`src/rtl/fetch_unit_bp.sv`:
```
// Instruction fetch stage with a small fetch queue, RV32I predecode and a
// bimodal 2-bit branch predictor trained by the ROB at commit.
module fetch_unit_bp #(
    parameter int          PHT_IDX_W = 4,
    parameter int          IQ_DEPTH  = 4,
    parameter logic [31:0] RESET_PC  = 32'h0
) (
    input  logic        clk,
    input  logic        rst,
    input  logic        rdy,
    input  logic        hit,
    input  logic [31:0] ins,
    output logic [31:0] addr_to_icache,
    output logic        issue_en,
    output logic [31:0] issue_ins,
    output logic [31:0] issue_pc,
    output logic        pred_taken,
    output logic [31:0] pred_pc,
    output logic [4:0]  rs1,
    output logic [4:0]  rs2,
    output logic [31:0] imm,
    input  logic        rs_next_full,
    input  logic        rob_next_full,
    input  logic        lsb_next_full,
    input  logic        clear,
    input  logic [31:0] new_pc,
    input  logic        bp_upd_en,
    input  logic [31:0] bp_upd_pc,
    input  logic        bp_upd_taken
);

    localparam int PHT_N = 2 ** PHT_IDX_W;
    localparam int PTR_W = $clog2(IQ_DEPTH);
    localparam int CNT_W = PTR_W + 1;

    typedef enum logic [6:0] {
        OP_LUI    = 7'b0110111,
        OP_AUIPC  = 7'b0010111,
        OP_JAL    = 7'b1101111,
        OP_JALR   = 7'b1100111,
        OP_BRANCH = 7'b1100011,
        OP_LOAD   = 7'b0000011,
        OP_STORE  = 7'b0100011,
        OP_IMM    = 7'b0010011,
        OP_SYSTEM = 7'b1110011
    } opcode_e;

    typedef struct packed {
        logic [31:0] ins;
        logic [31:0] pc;
        logic        taken;
        logic [31:0] next_pc;
    } entry_t;

    function automatic logic [31:0] decode_imm(input logic [31:0] w);
        case (opcode_e'(w[6:0]))
            OP_IMM, OP_LOAD, OP_JALR, OP_SYSTEM:
                decode_imm = {{20{w[31]}}, w[31:20]};
            OP_STORE:  decode_imm = {{20{w[31]}}, w[31:25], w[11:7]};
            OP_BRANCH: decode_imm = {{19{w[31]}}, w[31], w[7], w[30:25], w[11:8], 1'b0};
            OP_LUI, OP_AUIPC:
                decode_imm = {w[31:12], 12'b0};
            OP_JAL:    decode_imm = {{11{w[31]}}, w[31], w[19:12], w[20], w[30:21], 1'b0};
            default:   decode_imm = 32'h0;
        endcase
    endfunction

    entry_t               queue [IQ_DEPTH];
    logic [1:0]           pht   [PHT_N];
    logic [PTR_W-1:0]     head, tail;
    logic [CNT_W-1:0]     count;
    logic [31:0]          pc;

    logic [PHT_IDX_W-1:0] lookup_idx, upd_idx;
    logic [31:0]          fetch_imm, fetch_next;
    logic                 fetch_taken;
    logic                 push, pop;
    entry_t               head_e;
    logic                 unused_upd_bits;

    assign addr_to_icache  = pc;
    assign lookup_idx      = pc[PHT_IDX_W+1:2];
    assign upd_idx         = bp_upd_pc[PHT_IDX_W+1:2];
    assign unused_upd_bits = ^{bp_upd_pc[31:PHT_IDX_W+2], bp_upd_pc[1:0]};
    assign fetch_imm       = decode_imm(ins);
    assign head_e          = queue[head];

    // A pop in the same cycle frees a slot, so a full queue can still accept.
    assign pop  = rdy && !clear && (count != '0) &&
                  !(rs_next_full || rob_next_full || lsb_next_full);
    assign push = rdy && !clear && hit && ((count != CNT_W'(IQ_DEPTH)) || pop);

    // NOTE: every always_comb output gets a default first so no latch is inferred.
    always_comb begin
        fetch_taken = 1'b0;
        fetch_next  = pc + 32'd4;
        case (opcode_e'(ins[6:0]))
            OP_JAL: begin
                fetch_taken = 1'b1;
                fetch_next  = pc + fetch_imm;
            end
            OP_BRANCH: begin
                if (pht[lookup_idx][1]) begin
                    fetch_taken = 1'b1;
                    fetch_next  = pc + fetch_imm;
                end
            end
            default: ;
        endcase
    end

    // NOTE: queue payload is left unreset; count alone decides which slots are valid.
    always_ff @(posedge clk) begin
        if (push) begin
            queue[tail] <= '{ins: ins, pc: pc, taken: fetch_taken, next_pc: fetch_next};
        end
    end

    // NOTE: sequential state uses non-blocking assignments only, so the PHT
    // lookup above always sees the pre-update counter value.
    always_ff @(posedge clk or negedge rst) begin
        if (!rst) begin
            pc         <= RESET_PC;
            head       <= '0;
            tail       <= '0;
            count      <= '0;
            issue_en   <= 1'b0;
            issue_ins  <= '0;
            issue_pc   <= '0;
            pred_taken <= 1'b0;
            pred_pc    <= '0;
            rs1        <= '0;
            rs2        <= '0;
            imm        <= '0;
            // NOTE: the PHT is small and must start weakly not-taken, so it is reset.
            for (int i = 0; i < PHT_N; i++) pht[i] <= 2'b01;
        end else if (rdy) begin
            if (bp_upd_en) begin
                if (bp_upd_taken && pht[upd_idx] != 2'b11)
                    pht[upd_idx] <= pht[upd_idx] + 2'b01;
                else if (!bp_upd_taken && pht[upd_idx] != 2'b00)
                    pht[upd_idx] <= pht[upd_idx] - 2'b01;
            end

            if (clear) begin
                head     <= '0;
                tail     <= '0;
                count    <= '0;
                pc       <= new_pc;
                issue_en <= 1'b0;
            end else begin
                if (push) begin
                    tail <= tail + PTR_W'(1);
                    pc   <= fetch_next;
                end
                if (pop) begin
                    head       <= head + PTR_W'(1);
                    issue_en   <= 1'b1;
                    issue_ins  <= head_e.ins;
                    issue_pc   <= head_e.pc;
                    pred_taken <= head_e.taken;
                    pred_pc    <= head_e.next_pc;
                    rs1        <= head_e.ins[19:15];
                    rs2        <= head_e.ins[24:20];
                    imm        <= decode_imm(head_e.ins);
                end else begin
                    issue_en <= 1'b0;
                end
                count <= count + CNT_W'(push) - CNT_W'(pop);
            end
        end else begin
            issue_en <= 1'b0;
        end
    end

endmodule

```
`config.mk`:
```
export PLATFORM = sky130hd
export DESIGN_NAME = fetch_unit_bp
export DESIGN_NICKNAME = d
export VERILOG_FILES = /design/src/rtl/fetch_unit_bp.sv
export SDC_FILE = /design/constraint.sdc
export NUM_CORES = 1
export LEC_CHECK = 0
export BUFFER_PORTS_ARGS = -buffer_cell sky130_fd_sc_hd__buf_4
export CAP_MARGIN = 20
export CORE_ASPECT_RATIO = 0.9
export CORE_MARGIN = 4
export CORE_UTILIZATION = 40
export DETAILED_ROUTE_END_ITERATION = 8
export MAX_ROUTING_LAYER = met4
export SLEW_MARGIN = 20
export SYNTH_ARGS = -nofsm -noshare
export SYNTH_HDL_FRONTEND = slang
export SYNTH_SLANG_ARGS = --single-unit
```
`constraint.sdc`:
```
create_clock -name clk -period 9.55 [get_ports clk]
set_input_delay 0.4775 -clock clk [delete_from_list [all_inputs] [get_ports clk]]
set_output_delay 0.4775 -clock clk [all_outputs]
set_load 0.02 [all_outputs]
```
==> out/qor.csv, run 1 <==
stage;metric;value;unit
run_status;status;finished, final reports clean;
logic_synthesis;synthTopCellsByArea;edfxtp_1 45%, dfrtp_1 18%, mux4_2 9.6%, nand2_1 6.6%, ha_1 1.9%;
clocking;cts.path.max_buffers;3;
logic_synthesis;synth_edf_count;388;
sta;finalMaxSlewViolations;0;
sta;worstMarginPinSlew;1.07;ns
route;ant_nets;0;
floorplan;io_pins;278;
power;combPwrFrac;19.7;%
clocking;postCtsSetupBuffers;0;
worst_setup_path;r2r_start;addr_to_icache[2]$_DFFE_PN0P_;
layout;seq_area;16700;um^2
floorplan;die_w;275;um
floorplan;design.die.area;68400;um^2
sta;setup_viol;0;
power;p_int;5010;uW
route;vias;16229;
logic_synthesis;synthCells;1887;
layout;final_cell_area;30300;um^2
clocking;cts_sinks;589;
route;drc;0;
worst_setup_path;arrival;4.81;ns
layout;nFillCells;5601;
power;p_seq_share;47.6;%
logic_synthesis;netlist_area;25700;um^2
logic_synthesis;synth_commonest_cells;449 x nand2_1, 388 x edfxtp_1, 185 x dfrtp_1;
clocking;cts_made_buffers;60;
placed_design;dpl_worst_slack;4.81;ns
route;wire_per_inst;22.7;um
power;power.share.clock;32.7;%
worst_setup_path;reg2reg_depth;10;
route;drt_iter0_markers;1306;
placed_design;place.port_buffers;249;
global_route;grt_util_all_layers;20.4;%
power;vdd_ir_drop_max;0.000119;V
clocking;htreeDepth;2;
placed_design;placed_area;28400;um^2
floorplan;dieHeight;249;um
global_route;grt_pass1_vias;16436;
logic_synthesis;syn-num-nets;2034;
route;drt-pass1-iter-count;5;
clocking;cts_root_buf;clkbuf_16;
logic_synthesis;synth.most_common_cell;nand2_1;
worst_setup_path;cp_data_required_time;10.10;ns
logic_synthesis;syn_area_per_cell;13.6;um^2
worst_setup_path;worst_setup_path_end_kind;flop;
logic_synthesis;yosys.area.top_type;edfxtp_1;
placed_design;dp_hpwl;45800;um
power;p_leak;0.0121;uW
logic_synthesis;synthDistinctLibCells;78;
layout;nNetsFinal;2260;
layout;drive_above_1_share;24.6;%
worst_setup_path;worst-setup-path-type;reg -> reg;
power;power_switching;2070;uW
worst_setup_path;startpoint;addr_to_icache[2]$_DFFE_PN0P_;
layout;multi_input_area;8550;um^2
layout;synthToLayoutAreaGrowth;18.0;%
route;vias_per_cell;5.39;
clocking;cts_resized;0;
sta;slew_headroom;28.8;%
sta;fin_skew;0.0242;ns
logic_synthesis;yosysTopAreaCellShare;45.3;%
hold_path;holdCritPathClass;in -> reg;
hold_path;worstHoldPathCells;1;
global_route;grt_first_pass_wirelength;103000;um
worst_setup_path;crit_fanout;38;
clocking;cts_tree;done;
sta;hold_violations;0;
power;power;7080;uW
power;cellPowerDensity;233;nW/um^2
power;switching_share;29.2;%
floorplan;rows;87;
sta;tns;0;ns
global_route;grt_max_degree;83;
placed_design;gp_congestion;0.856;
logic_synthesis;ys.flop_type;edfxtp_1;
floorplan;initial_utilization;40.7;%
clocking;clk_latency;0.63;ns
floorplan;fp.coreArea;63100;um^2
sta;post-route-min-period;4.26;ns
sta;fmax;235;MHz
job;cap_violations;0;
logic_synthesis;ys_async_sr_fraction;34.1;%
route;drt-total-wl;68200;um
hold_path;hold_start;ins[8];
logic_synthesis;ys_seq_area_share;65.0;%
sta;post-route-period-util;44.6;%
worst_setup_path;startpoint_type;flop;
global_route;antenna_found_initial;2;
clocking;clkTransAtPathRegs;0.06;ns
logic_synthesis;ys_warn_count;0;
logic_synthesis;ys_ff_latch;589;
global_route;globalRoute.totalOverflow;0;
sta;fin_ws;5.29;ns
sta;rsz0062_at_grt;no;
-- through the flow --
| step | hold WS (ns) | util, % | cells |
|---|---|---|---|
| global placement | 0.464 | 44.9 | 2895 |
| CTS | 0.0320 | 48.1 | 3009 |
| finish | 0.0687 | 48.1 | 3011 |
| floorplan | 0.182 | - | 1887 |
| global route | 0.0445 | 48.1 | 3011 |
| detailed placement | 0.465 | 45.0 | 2895 |
-- cell type report --
type	count	share of cell area, %
clock inverters	35	1.03
clock buffers	78	5.38
multi-input cells	1178	28.2
well taps	845	3.48
diodes	2	0.0165
inverters	15	0.190
repair buffers	269	6.68
flip-flops and latches	589	55.1
-- registers in the layout, indices dropped and copies added, names as in the netlist, named ones only --
name            flops
pred_taken          1
pht                16
tail                2
head                2
imm                32
pred_pc            32
count               3
issue_en            1
addr_to_icache     32
queue             388
issue_pc           32
issue_ins          32
-- kinds of logic (layout without fill, tap and decap cells) --
kind of cell,count (synthesis),in the layout,share of synthesized area [%]
simple gates,644,644,10.7
flops,589,589,65.0
compound gates,289,289,7.00
mux,153,153,11.4
buf+inv,120,397,2.08
xor+xnor,51,51,1.74
fa+ha+maj,41,41,2.05
other cells,0,2,0
-- metal layers --
metal / routed length [um] / vias up / share of wire (%) / global-route usage [%]
met2: 32700 / 466 / 48 / 32.1
met1: 30500 / 8248 / 45 / 28.2
met3: 3410 / 93 / 5.0 / 2.75
li1: - / 7422 / - / -
met5: 0 / - / 0 / -
met4: 1580 / 0 / 2.3 / 5.38
-- critical path: stages (launching register included) --
cell and delay [ns]:
dfrtp_1 0.97, mux4_2 0.59, nor2b_1 0.14, a211o_1 0.38, a31oi_4 0.20, buf_4 0.44, inv_2 0.43, or3_1 0.48
o21ai_1 0.27, mux2i_1 0.13, o21ai_1 0.13
-- power by group through the flow --
stage	Combinational [uW]	Clock, uW	Sequential [uW]
finish	1400	2310	3370
global route	1520	2480	3400
CTS	1420	2370	3370
detailed placement	1410	0	3420
global placement	1390	0	3400
floorplan	636	0	3530
-- worst paths after layout --
path                                                 end  slack, ns
setup / recovery           addr_to_icache[8]$_DFFE_PN0P_       5.29
hold / removal                    queue[0][73]$_DFFE_PP_       0.07
setup reg to reg           addr_to_icache[8]$_DFFE_PN0P_       5.29
hold reg to reg                issue_ins[27]$_DFFE_PN0P_       0.47
max in group asynchronous        issue_pc[6]$_DFFE_PN0P_       7.69
min in group asynchronous       issue_ins[5]$_DFFE_PN0P_       0.42
-- cell usage in the layout (no fill, tap or decap), types with 17 or more instances in the layout --
| cell | n |
|---|---|
| a21o_1 | 28 |
| a21oi_1 | 64 |
| buf_4 | 267 |
| clkbuf_16 | 62 |
| clkinv_2 | 17 |
| dfrtp_1 | 183 |
| edfxtp_1 | 388 |
| ha_1 | 39 |
| mux2_2 | 20 |
| mux2i_1 | 21 |
| mux4_2 | 110 |
| nand2_1 | 449 |
| nand3_1 | 29 |
| nor2_1 | 51 |
| nor3_1 | 20 |
| o21ai_0 | 48 |
| o21ai_1 | 59 |
| xnor2_1 | 25 |
| xor2_1 | 25 |
-- timing repair --
| action | CTS | global route |
|---|---|---|
| hold buffers | 1 | 0 |
| endpoints found under the setup margin | 0 | 0 |
| endpoints found under the hold margin | 70 | 0 |
(Power assumes the default switching activity.)
==> run 2, diff against run 1 <==
==> constraint.sdc (replaced) <==
create_clock -name clk -period 4.1 [get_ports clk]
set_input_delay 0.205 -clock clk [delete_from_list [all_inputs] [get_ports clk]]
set_output_delay 0.205 -clock clk [all_outputs]
set_load 0.02 [all_outputs]
==> run 2 against run 1 <==
Design area grew 3.9%. Largest power group unchanged. First-iteration DRC count grew 3.1%. Wire length grew 2.2%. Sequential cell count is the same. Critical path type is now in -> reg. Final cell count grew 4.0%. Worst setup slack lost 5.1 ns. Critical path depth grew 8. Critical endpoint is now addr_to_icache[24]$_DFFE_PN0P_. Total power grew 140%. Register-to-register slack lost 4.9 ns. Global-route usage grew 0.51 points.
==> out/qor.csv, run 2 (synthesis gave the netlist of run 1 again) <==
stage;metric;value;unit;change
power;vdd_ir_drop_max;0.000338;V;+180%
worst_setup_path;cp_common_cell;buf_4;;
clocking;cts_tree;done;;
route;drt-total-wl;69700;um;+2.2%
floorplan;dieHeight;249;um;unchanged
layout;largest_register_ffs;388;;unchanged
layout;nNetsFinal;2379;;+5.3%
placed_design;gp_congestion;0.910;;+6.3%
clocking;clkTransAtPathRegs;0.06;ns;about the same
worst_setup_path;cp_slowest_cell;dlygate4sd3_1;;
floorplan;fp.coreArea;63100;um^2;unchanged
route;vias;16700;;+2.9%
power;power;16700;uW;+140%
sta;post-route-min-period;3.88;ns;
route;ant_nets;0;;unchanged
global_route;top_usage_layer;met2;;
layout;drive_above_1_share;25.8;%;+1.3 points
sta;setup_viol;0;;unchanged
sta;fin_skew;0.0212;ns;-0.00303 ns
worst_setup_path;cp_slowest_stage_delay;0.56;ns;-0.41 ns
clocking;clk_latency;0.62;ns;about the same
hold_path;holdCritPathClass;in -> reg;;
clocking;postCtsSetupBuffers;0;;unchanged
sta;slew_headroom;40.0;%;+11 points
clocking;cts.path.max_buffers;3;;unchanged
global_route;gr-usage-met2;32.8;%;+0.65 points
route;vias_per_cell;5.34;;-1.0%
power;cellPowerDensity;528;nW/um^2;+130%
floorplan;die_w;275;um;unchanged
worst_setup_path;crit_fanout;10;;-74%
global_route;grt_first_pass_wirelength;106000;um;+3.0%
layout;final_util;49.9;%;+1.9 points
worst_setup_path;crit_chain;buf_4 > dlygate4sd3_1 > buf_4 > nand2_1 > nor3_2 > buf_4 > o21ai_1 > nand2_1 > ha_1 > a21oi_1 > o21ai_0 > a221o_1 > or3_1 > a31oi_2 > o31ai_1 > xor2_1 > mux2_2 > a221o_1;;
placed_design;dp_hpwl;48000;um;+4.7%
global_route;grt_use_met1;28.6;%;+0.34 points
floorplan;design.die.area;68400;um^2;unchanged
route;wire_per_inst;22.3;um;-1.7%
placed_design;place.port_buffers;249;;unchanged
global_route;globalRoute.totalOverflow;0;;unchanged
global_route;grt_pass1_vias;16924;;+3.0%
worst_setup_path;arrival;4.37;ns;-0.44 ns
floorplan;io_pins;278;;unchanged
worst_setup_path;cp_data_required_time;4.59;ns;-5.51 ns
layout;final_cell_mix;449 x nand2_1, 388 x edfxtp_1, 319 x buf_4;;
route;drt_iter0_markers;1347;;+3.1%
layout;final_common_cell;nand2_1;;
floorplan;rows;87;;unchanged
clocking;cts_made_buffers;60;;unchanged
route;drt-pass1-iter-count;7;;+2
global_route;grt_max_degree;91;;+9.6%
worst_setup_path;startpoint_type;primary input;;
sta;rsz0062_at_grt;no;;
sta;hold_violations;0;;unchanged
sta;worstMarginPinSlew;0.900;ns;-0.168 ns
global_route;grt_util_all_layers;20.9;%;+0.51 points
clocking;cts_root_buf;clkbuf_16;;
floorplan;initial_utilization;40.7;%;unchanged
layout;largest_register;queue;;
run_status;status;finished, final reports clean;;
sta;finalMaxSlewViolations;0;;unchanged
sta;post-route-period-util;94.6;%;
clocking;htreeDepth;2;;unchanged
route;drc;0;;unchanged
sta;fmax;258;MHz;
job;cap_violations;0;;unchanged
global_route;use_met3;3.45;%;+0.70 points
power;p_leak;0.0126;uW;+4.7%
worst_setup_path;worst-setup-path-type;in -> reg;;
global_route;antenna_found_initial;0;;-2
worst_setup_path;worst_setup_path_end_kind;flop;;
layout;synthToLayoutAreaGrowth;22.6;%;
clocking;cts_sinks;589;;unchanged
[run 2: timing repair]
item | 4_1_cts | 5_1_grt
setup endpoints to repair | 0 | 29
hold buffers | 60 | 0
gates resized for setup | 0 | 11
endpoints found under the hold margin | 230 | 0
[run 2: final timing paths]
check                                             from                        endpoint  slack (ns)  depth (start not counted)
worst min-delay path                        new_pc[21]  addr_to_icache[21]$_DFFE_PN0P_        0.02                          4
min in group asynchronous                          rst        issue_ins[0]$_DFFE_PN0P_        0.22                          2
max in group asynchronous                          rst          pred_pc[9]$_DFFE_PN0P_        2.85                          3
worst min register to register  pred_pc[5]$_DFFE_PN0P_          pred_pc[5]$_DFFE_PN0P_        0.47                          2
worst max-delay path                            ins[6]  addr_to_icache[24]$_DFFE_PN0P_        0.22                         18
worst max register to register                    flop                            flop        0.41                         12
[run 2: final cells by class]
| class | count | area [um^2] |
|---|---|---|
| antenna | 2 | 5.00 |
| fill | 5509 | 31600 |
| multi-input combinational | 1178 | 8570 |
| inverter | 15 | 57.6 |
| clock inverter | 20 | 160 |
| sequential | 589 | 16700 |
| clock buffer | 93 | 1800 |
| tap | 845 | 1060 |
| timing repair buffer | 388 | 3170 |
[run 2: worst max-delay path, delay by kind of cell]
kind / cells / cell delay (ns)
compound gates: 7 / 1.74
mux: 1 / 0.29
simple gates: 4 / 0.60
fa+ha+maj: 1 / 0.33
xor+xnor: 1 / 0.15
buf+inv: 4 / 1.05
[run 2: stage by stage]
step                hold WS [ns]  area, um^2  setup slack (ns)  instances  TNS [ns]
floorplan                -0.0906       25700             0.150       1887         0
global placement           0.323       28900            -0.166       2955    -0.694
detailed placement         0.320       28900            -0.301       2955     -3.21
CTS                    0.0000353       31500             0.114       3128         0
global route              0.0179       31500            0.0302       3128         0
finish                    0.0166       31500             0.221       3130         0
[run 2: metal layers]
layer	vias up	part of all wire (%)
li1	7665	-
met2	485	48
met4	0	2.7
met1	8458	44
met5	-	0
met3	92	6.1
[run 2: report_power, final]
| part | switching [uW] | internal [uW] |
|---|---|---|
| Clock | 2220 | 3140 |
| Combinational | 2050 | 1480 |
| Sequential | 546 | 7210 |
| Total | 4820 | 11800 |
==> run 3, diff against run 2 <==
--- a/config.mk
+++ b/config.mk
@@ -8,7 +8,7 @@
 export BUFFER_PORTS_ARGS = -buffer_cell sky130_fd_sc_hd__buf_4
 export CAP_MARGIN = 20
 export CORE_ASPECT_RATIO = 0.9
-export CORE_MARGIN = 4
+export CORE_MARGIN = 2
 export CORE_UTILIZATION = 40
 export DETAILED_ROUTE_END_ITERATION = 8
 export MAX_ROUTING_LAYER = met4
==> run 3 against run 2 <==
Worst setup slack is essentially flat. Critical path depth is the same. Hold slack gained 0.022 ns. First-iteration DRC count shrank 0.97%. Via count grew 0.57%. Final cell count grew 0.13%. Clock skew grew 0.0049 ns. Total power grew 2.1%. Utilization shrank 0.36 points. Sequential cell count is the same. Sequential power is essentially flat. Register-to-register slack lost 0.17 ns. Critical endpoint unchanged.
==> out/qor.csv, run 3 (synthesis gave the netlist of run 1 again) <==
stage;metric;value;unit;change
sta;hold_violations;0;;unchanged
worst_setup_path;arrival;4.39;ns;+0.02 ns
clocking;clk_latency;0.63;ns;about the same
sta;fmax;258;MHz;about the same
power;power_switching;4860;uW;+0.75%
sta;fin_ws;0.222;ns;+0.000209 ns
clocking;cts_sinks;589;;unchanged
layout;nNetsFinal;2375;;-0.17%
power;p_seq_share;45.7;%;-0.9 points
route;ant_nets;0;;unchanged
global_route;antenna_found_initial;0;;unchanged
layout;final_cell_area;31700;um^2;+0.42%
floorplan;die_w;271;um;-1.5%
sta;rsz0062_at_grt;no;;
hold_path;worstHoldPathCells;3;;-1
sta;post-route-min-period;3.88;ns;-0.000209 ns
power;switching_share;28.6;%;-0.37 points
layout;largest_register_ffs;388;;unchanged
layout;final_common_cell;nand2_1;;
placed_design;dp_hpwl;47000;um;-2.2%
placed_design;placed_area;28900;um^2;about the same
layout;drive_above_1_share;26.3;%;+0.44 points
hold_path;hold_start;new_pc[22];;
sta;setup_viol;0;;unchanged
route;top_layer;met4;;
worst_setup_path;ff2ff_setup_slack;0.24;ns;-0.17 ns
global_route;globalRoute.totalOverflow;0;;unchanged
worst_setup_path;worst_setup_path_end_kind;flop;;
power;p_leak;0.0127;uW;+0.40%
route;routed-wl-met2;33600;um;+1.3%
global_route;grt_max_degree;154;;+69%
sta;post-route-period-util;94.6;%;about the same
route;vias_per_cell;5.36;;+0.44%
placed_design;dp.cells;2962;;+0.24%
floorplan;fp.coreArea;63900;um^2;+1.1%
layout;n_antenna_cell;0;;-2
route;drc;0;;unchanged
layout;multi_input_area;8590;um^2;+0.26%
placed_design;dpl_worst_slack;-0.192;ns;+0.109 ns
hold_path;holdPathEnd;addr_to_icache[22]$_DFFE_PN0P_;;
placed_design;gp_congestion;0.916;;+0.70%
worst_setup_path;worst-setup-path-type;in -> reg;;
global_route;grt_first_pass_wirelength;105000;um;-1.3%
floorplan;initial_utilization;40.3;%;-0.46 points
clocking;cts_tree;done;;
run_status;status;finished, final reports clean;;
floorplan;rows;88;;+1.1%
power;combPwrFrac;20.6;%;-0.6 points
global_route;grt_util_all_layers;21.5;%;+0.61 points
clocking;postCtsSetupBuffers;0;;unchanged
layout;largest_register;queue;;
global_route;grt_pass1_vias;16797;;-0.75%
power;p_int;12100;uW;+2.6%
job;cap_violations;0;;unchanged
route;vias;16795;;+0.57%
clocking;cts_root_buf;clkbuf_16;;
route;wire_per_inst;22.2;um;-0.34%
clocking;clkTransAtPathRegs;0.07;ns;about the same
route;drt-pass1-iter-count;5;;-2
floorplan;design.die.area;66300;um^2;-3.0%
sta;fin_skew;0.0260;ns;+0.00487 ns
sta;worstMarginPinSlew;0.931;ns;+0.0308 ns
hold_path;holdCritPathClass;in -> reg;;
route;drt_iter0_markers;1334;;-0.97%
worst_setup_path;crit_fanout;10;;unchanged
sta;tns;0;ns;unchanged
route;route.met3.wl;3560;um;-16%
placed_design;place.port_buffers;249;;unchanged
floorplan;dieHeight;245;um;-1.6%
worst_setup_path;startpoint_type;primary input;;
layout;seq_area;16700;um^2;unchanged
sta;finalMaxSlewViolations;0;;unchanged
power;vdd_ir_drop_max;0.000371;V;+9.7%
power;power.share.clock;33.6;%;+1.4 points
layout;nFillCells;5579;;+1.3%
layout;layout.cells.non_filler;3134;;+0.13%
floorplan;io_pins;278;;unchanged
layout;synthToLayoutAreaGrowth;23.1;%;
clocking;htreeDepth;2;;unchanged
route;wl_met1;30900;um;+1.5%
route;drt-total-wl;69600;um;-0.21%
sta;slew_headroom;37.9;%;-2.1 points
clocking;cts.path.max_buffers;3;;unchanged
power;cellPowerDensity;537;nW/um^2;+1.6%
layout;final_cell_mix;449 x nand2_1, 388 x edfxtp_1, 315 x buf_4;;
worst_setup_path;cp_data_required_time;4.61;ns;+0.02 ns
worst_setup_path;reg2reg_depth;12;;unchanged
clocking;cts_made_buffers;60;;unchanged
run 3: cell count changes in the layout (fill, tap and decap cells not counted), sizes merged:
cell	delta
clkbuf	-13
dlygate4sd3	-1
clkinvlp	+1
clkinv	+2
diode	-2
bufinv	+8
inv	+1
buf	-2
run 3: cell type report:
class	instances	area share [%]
clock buffer	81	5.22
timing repair buffer	384	9.95
multi-input combinational	1178	27.1
clock inverter	32	1.36
tap	855	3.38
inverter	15	0.182
sequential	589	52.8
run 3: worst max path at each step:
stage	startpoint	endpoint	slack, ns	cells past startpoint
floorplan	count[2]$_DFFE_PN0P_	queue[1][0]$_DFFE_PP_	0.15	6
global placement	ins[5]	addr_to_icache[24]$_DFFE_PN0P_	-0.13	16
detailed placement	ins[5]	addr_to_icache[24]$_DFFE_PN0P_	-0.19	16
CTS	ins[3]	addr_to_icache[24]$_DFFE_PN0P_	0.02	16
global route	flop	flop	0.0009	12
finish	ins[6]	addr_to_icache[24]$_DFFE_PN0P_	0.22	18
run 3: worst max-delay path: stages:
cell	delay [ns]
buf_4	0.12
dlygate4sd3_1	0.56
buf_4	0.18
nand2_1	0.10
nor3_2	0.07
buf_4	0.19
o21ai_0	0.34
nand2_1	0.13
ha_1	0.34
a21oi_1	0.19
o21ai_0	0.15
a221o_1	0.39
or3_1	0.31
a31oi_1	0.21
o31ai_1	0.13
xor2_1	0.18
mux2_2	0.29
a221o_1	0.31
run 3: timing repair:
action                                  in CTS  in global routing
resized for setup                            0                 15
endpoints found under the hold margin      220                  0
hold buffers                                59                  0
endpoints found under the setup margin       0                 54
run 3: metrics by stage:
stage               power (uW)  hold WS [ns]  utilization, %
floorplan                 9710       -0.0906               -
global placement         11300         0.214            45.3
detailed placement       11400         0.208            45.3
CTS                      17200       0.00966            49.5
global route             17700        0.0439            49.6
finish                   17000        0.0383            49.6
run 3: routing by layer:
| metal | track usage [%] | vias to the layer above |
|---|---|---|
| li1 | - | 7654 |
| met1 | 28.9 | 8560 |
| met2 | 34.5 | 482 |
| met3 | 3.19 | 99 |
| met4 | 5.59 | 0 |
| met5 | - | - |
run 3: power by group through the flow:
stage | registers, uW | logic (uW) | clock network, uW
2_1_floorplan | 8230 | 1480 | 0
3_3_place_gp | 7860 | 3440 | 0
3_5_place_dp | 7890 | 3490 | 0
4_1_cts | 7780 | 3550 | 5850
5_1_grt | 7850 | 3810 | 6080
6_report | 7770 | 3510 | 5720
